--- config.mk ---
export PLATFORM = sky130hd
export DESIGN_NAME = cmp_rr_scheduler
export DESIGN_NICKNAME = d
export VERILOG_FILES = /design/src/rtl/cmp_pkg.sv /design/src/rtl/cmp_core.sv /design/src/rtl/cmp_rr_scheduler.sv
export SDC_FILE = /design/constraint.sdc
export NUM_CORES = 1
export LEC_CHECK = 0
export ABC_AREA = 1
export BUFFER_PORTS_ARGS = -buffer_cell sky130_fd_sc_hd__buf_2
export CORE_MARGIN = 5
export CORE_UTILIZATION = 49
export DETAILED_ROUTE_END_ITERATION = 10
export PLACE_DENSITY = 0.8
export SETUP_SLACK_MARGIN = 0.05
export SLEW_MARGIN = 20
export SYNTH_ARGS = -nofsm -noshare
export SYNTH_HDL_FRONTEND = slang
export SYNTH_HIERARCHICAL = 1
export SYNTH_SLANG_ARGS = --single-unit
--- constraint.sdc ---
create_clock -name clk -period 2.6 [get_ports clk]
set_input_delay 0.52 -clock clk [delete_from_list [all_inputs] [get_ports clk]]
set_output_delay 0.52 -clock clk [all_outputs]
set_load 0.005 [all_outputs]
--- src/rtl/cmp_pkg.sv ---
// Package for the shared magnitude-comparator scheduler.
// Contents:
//   cmp_state_t - scheduler FSM states (IDLE -> CMP -> RESP)
//   cmp_res_t   - one-hot compare result {a_gt, b_gt, eq}
//   RES_NONE    - all-zero result, driven whenever no response is valid
package cmp_pkg;

    typedef enum logic [1:0] {
        IDLE = 2'd0,
        CMP  = 2'd1,
        RESP = 2'd2
    } cmp_state_t;

    typedef struct packed {
        logic a_gt;
        logic b_gt;
        logic eq;
    } cmp_res_t;

    localparam cmp_res_t RES_NONE = '0;

endpackage

--- src/rtl/cmp_core.sv ---
// Combinational magnitude comparator shared by all requesters.
// Build option: CMP_SIGNED_EN defined treats operands as two's complement,
// otherwise they are unsigned. Exactly one result bit is set for any input.
// Ports:
//   a, b - operands, WIDTH bits each
//   res  - {a_gt, b_gt, eq}
module cmp_core
    import cmp_pkg::*;
#(
    parameter int WIDTH = 8
) (
    input  logic [WIDTH-1:0] a,
    input  logic [WIDTH-1:0] b,
    output cmp_res_t         res
);

`ifdef CMP_SIGNED_EN
    logic a_gt, b_gt;
    assign a_gt = $signed(a) > $signed(b);
    assign b_gt = $signed(b) > $signed(a);
`else
    logic a_gt, b_gt;
    assign a_gt = a > b;
    assign b_gt = b > a;
`endif

    assign res.a_gt = a_gt;
    assign res.b_gt = b_gt;
    assign res.eq   = (a == b);

endmodule

--- src/rtl/cmp_rr_scheduler.sv ---
// Round-robin scheduler sharing one comparator among N_REQ requesters.
// A pending request is granted in IDLE (one-cycle req_ready pulse), its
// operands are compared in CMP and the tagged one-hot result is offered in
// RESP until rsp_ready. Build option CMP_SIGNED_EN selects signed compare
// (handled inside cmp_core only).
// Ports:
//   clk, rst          - clock, synchronous active-high reset
//   req_valid/a/b     - per-requester request and packed operands
//   req_ready         - one-hot accept pulse
//   rsp_valid/ready   - response handshake
//   rsp_id            - owner of the result
//   rsp_a_gt/b_gt/eq  - one-hot result, all zero outside RESP
module cmp_rr_scheduler
    import cmp_pkg::*;
#(
    parameter  int N_REQ = 4,
    parameter  int WIDTH = 8,
    localparam int ID_W  = $clog2(N_REQ)
) (
    input  logic                   clk,
    input  logic                   rst,
    input  logic [N_REQ-1:0]       req_valid,
    input  logic [N_REQ*WIDTH-1:0] req_a,
    input  logic [N_REQ*WIDTH-1:0] req_b,
    output logic [N_REQ-1:0]       req_ready,
    output logic                   rsp_valid,
    input  logic                   rsp_ready,
    output logic [ID_W-1:0]        rsp_id,
    output logic                   rsp_a_gt,
    output logic                   rsp_b_gt,
    output logic                   rsp_eq
);

    cmp_state_t       state, state_nxt;
    logic [ID_W-1:0]  rr_ptr;
    logic [ID_W-1:0]  id_r;
    logic [WIDTH-1:0] a_r, b_r;
    cmp_res_t         res_r, core_res, res_out;

    logic             grant_vld;
    logic [ID_W-1:0]  grant_id;
    logic [ID_W-1:0]  cand;

    // First pending request after rr_ptr, wrapping modulo N_REQ (which need
    // not be a power of two, hence the explicit modulo).
    always_comb begin
        grant_vld = 1'b0;
        grant_id  = '0;
        cand      = '0;
        for (int k = 1; k <= N_REQ; k++) begin
            cand = ID_W'((int'(rr_ptr) + k) % N_REQ);
            if (!grant_vld && req_valid[cand]) begin
                grant_vld = 1'b1;
                grant_id  = cand;
            end
        end
    end

    // req_ready is masked by rst so no accept is signalled in a reset cycle,
    // where the DUT would otherwise drop the request it just acknowledged.
    always_comb begin
        state_nxt = state;
        req_ready = '0;
        unique case (state)
            IDLE: begin
                if (grant_vld && !rst) begin
                    req_ready[grant_id] = 1'b1;
                    state_nxt           = CMP;
                end
            end
            CMP:  state_nxt = RESP;
            RESP: if (rsp_ready) state_nxt = IDLE;
            default: state_nxt = IDLE;
        endcase
    end

    always_ff @(posedge clk) begin
        if (rst) begin
            state  <= IDLE;
            rr_ptr <= ID_W'(N_REQ - 1);
            id_r   <= '0;
            a_r    <= '0;
            b_r    <= '0;
            res_r  <= RES_NONE;
        end else begin
            state <= state_nxt;
            if (state == IDLE && grant_vld) begin
                rr_ptr <= grant_id;
                id_r   <= grant_id;
                a_r    <= req_a[int'(grant_id)*WIDTH +: WIDTH];
                b_r    <= req_b[int'(grant_id)*WIDTH +: WIDTH];
            end
            if (state == CMP)
                res_r <= core_res;
        end
    end

    cmp_core #(.WIDTH(WIDTH)) u_core (
        .a   (a_r),
        .b   (b_r),
        .res (core_res)
    );

    // Response fields are forced to zero outside RESP so stale results
    // never leak onto the channel.
    assign rsp_valid = (state == RESP);
    assign rsp_id    = rsp_valid ? id_r  : '0;
    assign res_out   = rsp_valid ? res_r : RES_NONE;
    assign rsp_a_gt  = res_out.a_gt;
    assign rsp_b_gt  = res_out.b_gt;
    assign rsp_eq    = res_out.eq;

endmodule

==> reports/qor.json, run 1 <==
{
  "status": {
    "outcome": "complete, no violations"
  },
  "yosys": {
    "count_of_different_cell_masters_after_synthesis": 32,
    "yosysWarnings": 6,
    "synthDominantCellAreaShare": 0.239,
    "synth.area.top_cells": "sky130_fd_sc_hd__dfxtp_1 24%, sky130_fd_sc_hd__nand2_1 16%, sky130_fd_sc_hd__nand3_1 13%",
    "post_synthesis_sequential_area_ratio": 0.239,
    "post_synthesis_cell_area_mm2": 0.00209,
    "syn-instance-count": 335,
    "postSynthRegisterBits": 25,
    "synthesis.area_per_instance_um2": 6.24,
    "mappedNetlistNets": 414,
    "post-synth-top-area-cell": "sky130_fd_sc_hd__dfxtp_1"
  },
  "die": {
    "floorplan.initialDensity": 0.515,
    "width_of_the_die_um": 75.3,
    "design.portCount": 81,
    "floorplan.die_area_mm2": 0.00567,
    "fp.dieH_um": 75.3,
    "std_cell_rows": 23,
    "core_area_mm2": 0.00406
  },
  "timing": {
    "post-route-period-util": 0.921,
    "fin_worst_skew_ns": 0.00999,
    "setup_violations": 0,
    "drv_slew": 0,
    "min_period_ns": 2.40,
    "timing_hold_violations_final": 0,
    "hold-worst-slack_ns": 0.460,
    "timing_worst_slew_pin_value_ns": 0.365,
    "max_freq_ghz": 0.418,
    "slew_headroom": 0.757,
    "final.setup.tns_ns": 0,
    "grt_setup_unrepaired": "yes"
  },
  "cells_and_area": {
    "mostFrequentLayoutCells": "89 x sky130_fd_sc_hd__nand2_1, 80 x sky130_fd_sc_hd__buf_2, 54 x sky130_fd_sc_hd__nand3_1",
    "layout-area-overhead-vs-synth_pct": 23.0,
    "final_layout_size_suffix_gt1_frac": 0.334,
    "finish.net_count": 493,
    "postLayoutCellArea_mm2": 0.00257,
    "layout.cells.most_common": "sky130_fd_sc_hd__nand2_1",
    "antennaDiodeCount": 0
  },
  "critical_path": {
    "critical-path-max-stage-delay_ns": 0.39,
    "path_delay_family": "simple AND/OR/NAND/NOR gates",
    "path_buf_inv": 3,
    "timing.critical_path.cells": "inv_8 -> nand2_1 -> nand2_2 -> nand2_2 -> nand2_4 -> nor2_1 -> nor2_2 -> nand2_4 -> nand2_8 -> clkinvlp_4 -> nor3_1 -> buf_2",
    "path_class": "reg2out",
    "cp-start-kind": "flip-flop",
    "critical_path.slowest_cell": "sky130_fd_sc_hd__dfxtp_4",
    "critical_path_required_ns": 2.08,
    "critical_path.endpoint_type": "output pin",
    "crit_fanout": 10,
    "worst_ep_arrival_time_ns": 1.88
  },
  "global_routing": {
    "antenna_found_initial": 0,
    "grtUsageTotal": 0.194,
    "first_global_vias": 2122,
    "grt_max_degree": 37,
    "global_route_wire_length_before_repair_mm": 8.78,
    "grt_remaining_overflow": 0
  },
  "pwr": {
    "leakage_nw": 1.37,
    "seq_pwr_share": 0.175,
    "totalPowerFinal_w": 0.00369,
    "cell_internal_power_dissipation_w": 0.00165,
    "worst_ir_drop_on_vdd_uv": 848,
    "power_per_cell_area_mw_per_mm2": 1430,
    "power.switching_fraction": 0.552,
    "share_comb_of_total_power": 0.761,
    "p_sw_w": 0.00204,
    "share_clk_of_total_power": 0.065
  },
  "clocking": {
    "cts-buffers-inserted": 3,
    "buffer_cell_driving_the_clock_tree_root": "sky130_fd_sc_hd__clkbuf_8",
    "clkTransAtPathRegs_ns": 0.10,
    "insertion_delay_ns": 0.27,
    "cts_max_level": 1,
    "cts_max_path_buffers": 2,
    "cts_tree": "yes",
    "clock_sink_count": 25
  },
  "placement": {
    "detailed_place_hpwl_mm": 4.32,
    "port_buffer_count": 80,
    "place.gp.congestion": 0.888,
    "place_area_mm2": 0.00247
  },
  "route": {
    "drtAntennaViolNets": 0,
    "drt_pre_antenna_iters": 4,
    "num_vias": 2303,
    "dr.first_iter.drc_count": 101,
    "drt_total_wl_mm": 5.41,
    "drt_drc_violations_left": 0,
    "wl_per_cell_um": 11.7,
    "route.detailed.vias_per_inst": 4.97
  },
  "run": {
    "max_cap_viol_count": 0
  },
  "hold_path": {
    "worstHoldPathType": "reg2reg"
  }
}
[metrics by stage]
stage,utilization,setup slack (ns),std cells
final,0.634,0.205,463
after global routing,0.634,-0.000983,463
after CTS,0.626,0.0886,461
after detailed placement,0.610,0.256,455
after global placement,0.610,0.285,455
after floorplan,-,0.476,335
[per-layer routing]
| layer | wire, µm | share of wire | vias up | global-route usage |
|---|---|---|---|---|
| met2 | 2560 | 0.47 | 66 | 0.321 |
| li1 | - | - | 1226 | - |
| met5 | 0 | 0 | - | 0 |
| met1 | 2460 | 0.46 | 1007 | 0.258 |
| met3 | 324 | 0.060 | 4 | 0.0343 |
| met4 | 63 | 0.012 | 0 | 0.0583 |
[cells by family (layout without fill, tap and decap cells)]
group / Yosys count / in the layout / synth area share
fa+ha+maj: 8 / 8 / 0.0479
simple gates: 224 / 224 / 0.515
compound gates: 30 / 30 / 0.0802
flops: 25 / 25 / 0.239
buf+inv: 48 / 126 / 0.117
[sequential cells by signal, summed over array words and instances, names as in the netlist]
| name | cells |
|---|---|
| a_r | 8 |
| b_r | 8 |
| id_r | 2 |
| res_r | 3 |
| rr_ptr | 2 |
| state | 2 |
[worst reg2reg max path, stage by stage, from the launching register on]
cell                      delay, ns
sky130_fd_sc_hd__dfxtp_4       0.42
sky130_fd_sc_hd__inv_8         0.06
sky130_fd_sc_hd__nand2_1       0.07
sky130_fd_sc_hd__nand2_2       0.07
sky130_fd_sc_hd__nand2_2       0.11
sky130_fd_sc_hd__nand2_4       0.07
sky130_fd_sc_hd__nor2_4        0.11
sky130_fd_sc_hd__nand3_2       0.10
sky130_fd_sc_hd__nand2_4       0.13
sky130_fd_sc_hd__nand2_8       0.07
sky130_fd_sc_hd__buf_4         0.25
sky130_fd_sc_hd__nor2_8        0.25
sky130_fd_sc_hd__nand2_1       0.08
sky130_fd_sc_hd__nand3_1       0.11
sky130_fd_sc_hd__nor2_1        0.05
sky130_fd_sc_hd__nor2_1        0.07
[worst paths after layout]
kind | startpoint | to | slack (ns) | depth (start not counted)
setup / recovery | rr_ptr[0] | req_ready[2] | 0.20 | 12
hold / removal | res_r[1] | res_r[1] | 0.46 | 2
setup reg to reg | rr_ptr[0] | a_r[5] | 0.51 | 15
hold reg to reg | res_r[1] | res_r[1] | 0.46 | 2
[cell type report]
cell class	count	area, µm²
clock buffer	3	41.3
sequential	25	505
clock inverter	1	7.51
inverter	34	139
timing repair buffer	88	460
tap	50	62.6
multi-input combinational	262	1360
fill	388	1490
[timing repair]
action,CTS,global route
buffers inserted,2,2
resized for setup,1,6
hold buffers,0,0
pin swaps,1,1
endpoints found under the setup margin,3,4
[synthesized netlist by cell type, drive strengths merged]
cell,number
and2,1
o21ai,16
inv,34
clkbuf,2
dfxtp,25
nand3,57
buf,12
nor2,48
a21oi,10
or2,1
nand3b,1
nand2,109
a21boi,1
nor3,5
a21o,1
o211ai,2
nand4,2
ha,8
[power by group through the flow]
stage	logic (W)	clock network, W	registers, W
floorplan	0.00240	0	0.000606
global placement	0.00265	0	0.000644
detailed placement	0.00271	0	0.000649
CTS	0.00276	0.000241	0.000643
global route	0.00316	0.000260	0.000665
finish	0.00281	0.000238	0.000645
(Power assumes the default switching activity.)
==> run 2, diff against run 1 <==
Settings changed: ABC_AREA 1 to 0, CELL_PAD_IN_SITES_DETAIL_PLACEMENT set to 1, CELL_PAD_IN_SITES_GLOBAL_PLACEMENT set to 2, CORE_UTILIZATION 49 to 27, PLACE_DENSITY 0.8 to unset, PLACE_DENSITY_LB_ADDON set to 0.1.
==> reports/qor.json, run 2 <==
{
  "global_routing": {
    "grtUsageTotal": {"value": 0.139, "change": "-0.0551"},
    "antenna_found_initial": {"value": 0, "change": "unchanged"},
    "grt_remaining_overflow": {"value": 0, "change": "unchanged"},
    "global_route_wire_length_before_repair": {"value": 9.95, "unit": "mm", "change": "+13%"},
    "grt_max_degree": {"value": 25, "change": "-32%"},
    "first_global_vias": {"value": 2067, "change": "-2.6%"}
  },
  "clocking": {
    "cts-resized-gates": {"value": 0, "change": "-1"},
    "cts_max_level": {"value": 1, "change": "unchanged"},
    "buffer_cell_driving_the_clock_tree_root": "sky130_fd_sc_hd__clkbuf_8",
    "clkTransAtPathRegs": {"value": 0.09, "unit": "ns", "change": "about the same"},
    "cts-buffers-inserted": {"value": 3, "change": "unchanged"},
    "cts.hold.buffers_added": {"value": 0, "change": "unchanged"},
    "clock_sink_count": {"value": 25, "change": "unchanged"},
    "cts_tree": "yes",
    "cts_post_setup_buffers_inserted": {"value": 0, "change": "-2"},
    "cts_max_path_buffers": {"value": 2, "change": "unchanged"},
    "insertion_delay": {"value": 0.27, "unit": "ns", "change": "about the same"}
  },
  "yosys": {
    "async_flop_share": {"value": 0, "change": "unchanged"},
    "synthesis.area_per_instance": {"value": 8.53, "unit": "µm²", "change": "+37%"},
    "synth-main-ff-cell": "sky130_fd_sc_hd__dfxtp_1",
    "post_synthesis_sequential_area_ratio": {"value": 0.260, "change": "+0.0202"},
    "synth.area.top_cells": "sky130_fd_sc_hd__dfxtp_1 26%, sky130_fd_sc_hd__nand2_1 7.0%, sky130_fd_sc_hd__nor2_1 5.6%",
    "yosys.cell_count.top_type": "sky130_fd_sc_hd__nand2_1",
    "synthDominantCellAreaShare": {"value": 0.260, "change": "+0.0202"},
    "post-synth-top-area-cell": "sky130_fd_sc_hd__dfxtp_1",
    "post_synthesis_cell_area": {"value": 0.00193, "unit": "mm²", "change": "-7.8%"},
    "mappedNetlistNets": {"value": 305, "change": "-26%"},
    "postSynthRegisterBits": {"value": 25, "change": "unchanged"},
    "yosysWarnings": {"value": 6, "change": "unchanged"},
    "count_of_different_cell_masters_after_synthesis": {"value": 43, "change": "+34%"},
    "syn-instance-count": {"value": 226, "change": "-33%"},
    "synthTopCellsByCount": "36 x sky130_fd_sc_hd__nand2_1, 29 x sky130_fd_sc_hd__nor2_1, 25 x sky130_fd_sc_hd__dfxtp_1, 10 x sky130_fd_sc_hd__inv_1",
    "synth_enable_flop_cells": {"value": 0, "change": "unchanged"}
  },
  "critical_path": {
    "critical_path_required": {"value": 2.08, "unit": "ns", "change": "about the same"},
    "critical_path.endpoint_type": "output pin",
    "reg2regPathDepth": {"value": 6, "change": "-9"},
    "critical_path.slowest_cell": "sky130_fd_sc_hd__a211o_1",
    "worst_ep_arrival_time": {"value": 1.59, "unit": "ns", "change": "-0.29 ns"},
    "crit_fanout": {"value": 7, "change": "-3"},
    "critical-path-max-stage-delay": {"value": 0.33, "unit": "ns", "change": "-0.06 ns"},
    "path_class": "in2out",
    "cp-start-kind": "input port",
    "timing.critical_path.cells": "buf_2 -> nor2_1 -> a211o_1 -> nor2_1 -> and3_1 -> buf_2"
  },
  "timing": {
    "post-route-period-util": {"value": 0.811, "change": "-0.111"},
    "drv_slew": {"value": 0, "change": "unchanged"},
    "setup_violations": {"value": 0, "change": "unchanged"},
    "slew_headroom": {"value": 0.759, "change": "+0.00198"},
    "timing_hold_violations_final": {"value": 0, "change": "unchanged"},
    "min_period": {"value": 2.11, "unit": "ns", "change": "-0.288 ns"},
    "fin_worst_skew": {"value": 0.0101, "unit": "ns", "change": "+0.0000594 ns"},
    "grt_setup_unrepaired": "no",
    "timing_worst_slew_pin_value": {"value": 0.361, "unit": "ns", "change": "-0.00371 ns"},
    "max_freq": {"value": 0.475, "unit": "GHz", "change": "+14%"},
    "final.setup.tns": {"value": 0, "unit": "ns", "change": "unchanged"}
  },
  "cells_and_area": {
    "layout.cells.most_common": "sky130_fd_sc_hd__buf_2",
    "finish.net_count": {"value": 381, "change": "-23%"},
    "postLayoutCellArea": {"value": 0.00246, "unit": "mm²", "change": "-4.5%"},
    "seqCellArea": {"value": 500, "unit": "µm²", "change": "-0.99%"},
    "final_layout_size_suffix_gt1_frac": {"value": 0.435, "change": "+0.101"},
    "post-route-util": {"value": 0.358, "change": "-0.276"},
    "finalNonFillerCells": {"value": 397, "change": "-14%"},
    "layout-area-overhead-vs-synth_pct": 27.4,
    "multi_input_comb_area": {"value": 0.00127, "unit": "mm²", "change": "-6.2%"},
    "final.fill_count": {"value": 879, "change": "+130%"},
    "mostFrequentLayoutCells": "80 x sky130_fd_sc_hd__buf_2, 36 x sky130_fd_sc_hd__nand2_1, 29 x sky130_fd_sc_hd__nor2_1",
    "antennaDiodeCount": {"value": 0, "change": "unchanged"},
    "top_regs": "a_r (8), b_r (8), res_r (3)"
  },
  "route": {
    "wl_per_cell": {"value": 15.1, "unit": "µm", "change": "+29%"},
    "drtAntennaViolNets": {"value": 0, "change": "unchanged"},
    "route.detailed.vias_per_inst": {"value": 4.82, "change": "-3.0%"},
    "num_vias": {"value": 1915, "change": "-17%"},
    "dr.first_iter.drc_count": {"value": 36, "change": "-64%"},
    "drt_pre_antenna_iters": {"value": 4, "change": "unchanged"},
    "drt_total_wl": {"value": 5.98, "unit": "mm", "change": "+10%"},
    "drt_drc_violations_left": {"value": 0, "change": "unchanged"}
  },
  "status": {
    "outcome": "complete, no violations"
  },
  "die": {
    "fp.dieH": {"value": 94.5, "unit": "µm", "change": "+25%"},
    "floorplan.die_area": {"value": 0.00893, "unit": "mm²", "change": "+57%"},
    "width_of_the_die": {"value": 94.5, "unit": "µm", "change": "+25%"},
    "design.portCount": {"value": 81, "change": "unchanged"},
    "floorplan.initialDensity": {"value": 0.281, "change": "-0.235"},
    "core_area": {"value": 0.00687, "unit": "mm²", "change": "+69%"},
    "std_cell_rows": {"value": 30, "change": "+30%"}
  },
  "hold_path": {
    "worstHoldPathType": "reg2reg",
    "hold-path-cell-count": {"value": 2, "change": "unchanged"}
  },
  "placement": {
    "place.gp.congestion": {"value": 0.765, "change": "-14%"},
    "place_area": {"value": 0.00241, "unit": "mm²", "change": "-2.6%"},
    "detailed_place_hpwl": {"value": 4.77, "unit": "mm", "change": "+10%"},
    "dpl.cell_count": {"value": 393, "change": "-14%"},
    "port_buffer_count": {"value": 80, "change": "unchanged"}
  },
  "pwr": {
    "power_per_cell_area": {"value": 549, "unit": "mW/mm²", "change": "-62%"},
    "totalPowerFinal": {"value": 0.00135, "unit": "W", "change": "-63%"},
    "leakage": {"value": 1.13, "unit": "nW", "change": "-17%"},
    "worst_ir_drop_on_vdd": {"value": 190, "unit": "µV", "change": "-78%"}
  },
  "run": {
    "max_cap_viol_count": {"value": 0, "change": "unchanged"}
  }
}
run 2: per-layer routing:
metal	vias up	share of wire	global-route usage	routed length [µm]
li1	958	-	-	-
met1	907	0.43	0.171	2560
met2	48	0.51	0.258	3070
met3	2	0.052	0.0279	313
met4	0	0.0054	0.0144	32
met5	-	0	0	0
run 2: final timing paths:
path / from / end / slack [ns]
max: req_valid[3] / req_ready[3] / 0.49
min: id_r[1] / id_r[1] / 0.46
max reg2reg: rr_ptr[0] / a_r[1] / 0.66
min reg2reg: id_r[1] / id_r[1] / 0.46
run 2: power by group:
part | switching [W] | total, W | internal (W)
clock network | 0.000129 | 0.000236 | 0.000107
logic | 0.000325 | 0.000626 | 0.000301
registers | 0.0000429 | 0.000486 | 0.000443
total | 0.000497 | 0.00135 | 0.000851
run 2: layout make-up:
cell class	instances	share of cell area
multi-input cells	173	0.518
clock inverters	1	0.00204
repair buffers	89	0.196
inverters	10	0.0153
flip-flops and latches	25	0.204
well taps	96	0.0489
clock buffers	3	0.0168
run 2: per-stage QoR:
step | worst slack [ns] | hold slack (ns)
2_1_floorplan | 0.579 | 0.432
3_3_place_gp | 0.464 | 0.453
3_5_place_dp | 0.421 | 0.453
4_1_cts | 0.467 | 0.466
5_1_grt | 0.374 | 0.486
6_report | 0.493 | 0.457
run 2: worst max-delay path, delay by kind of cell:
| family | cells | cell delay [ns] |
|---|---|---|
| buf+inv | 2 | 0.24 |
| simple gates | 3 | 0.49 |
| compound gates | 1 | 0.33 |
run 2: logic make-up (layout without fill, tap and decap cells):
logic type,count (synthesis),after routing,synth area share
simple gates,89,89,0.214
compound gates,58,58,0.274
buf+inv,28,103,0.0837
flops,25,25,0.260
mux,18,18,0.117
fa+ha+maj,8,8,0.0519
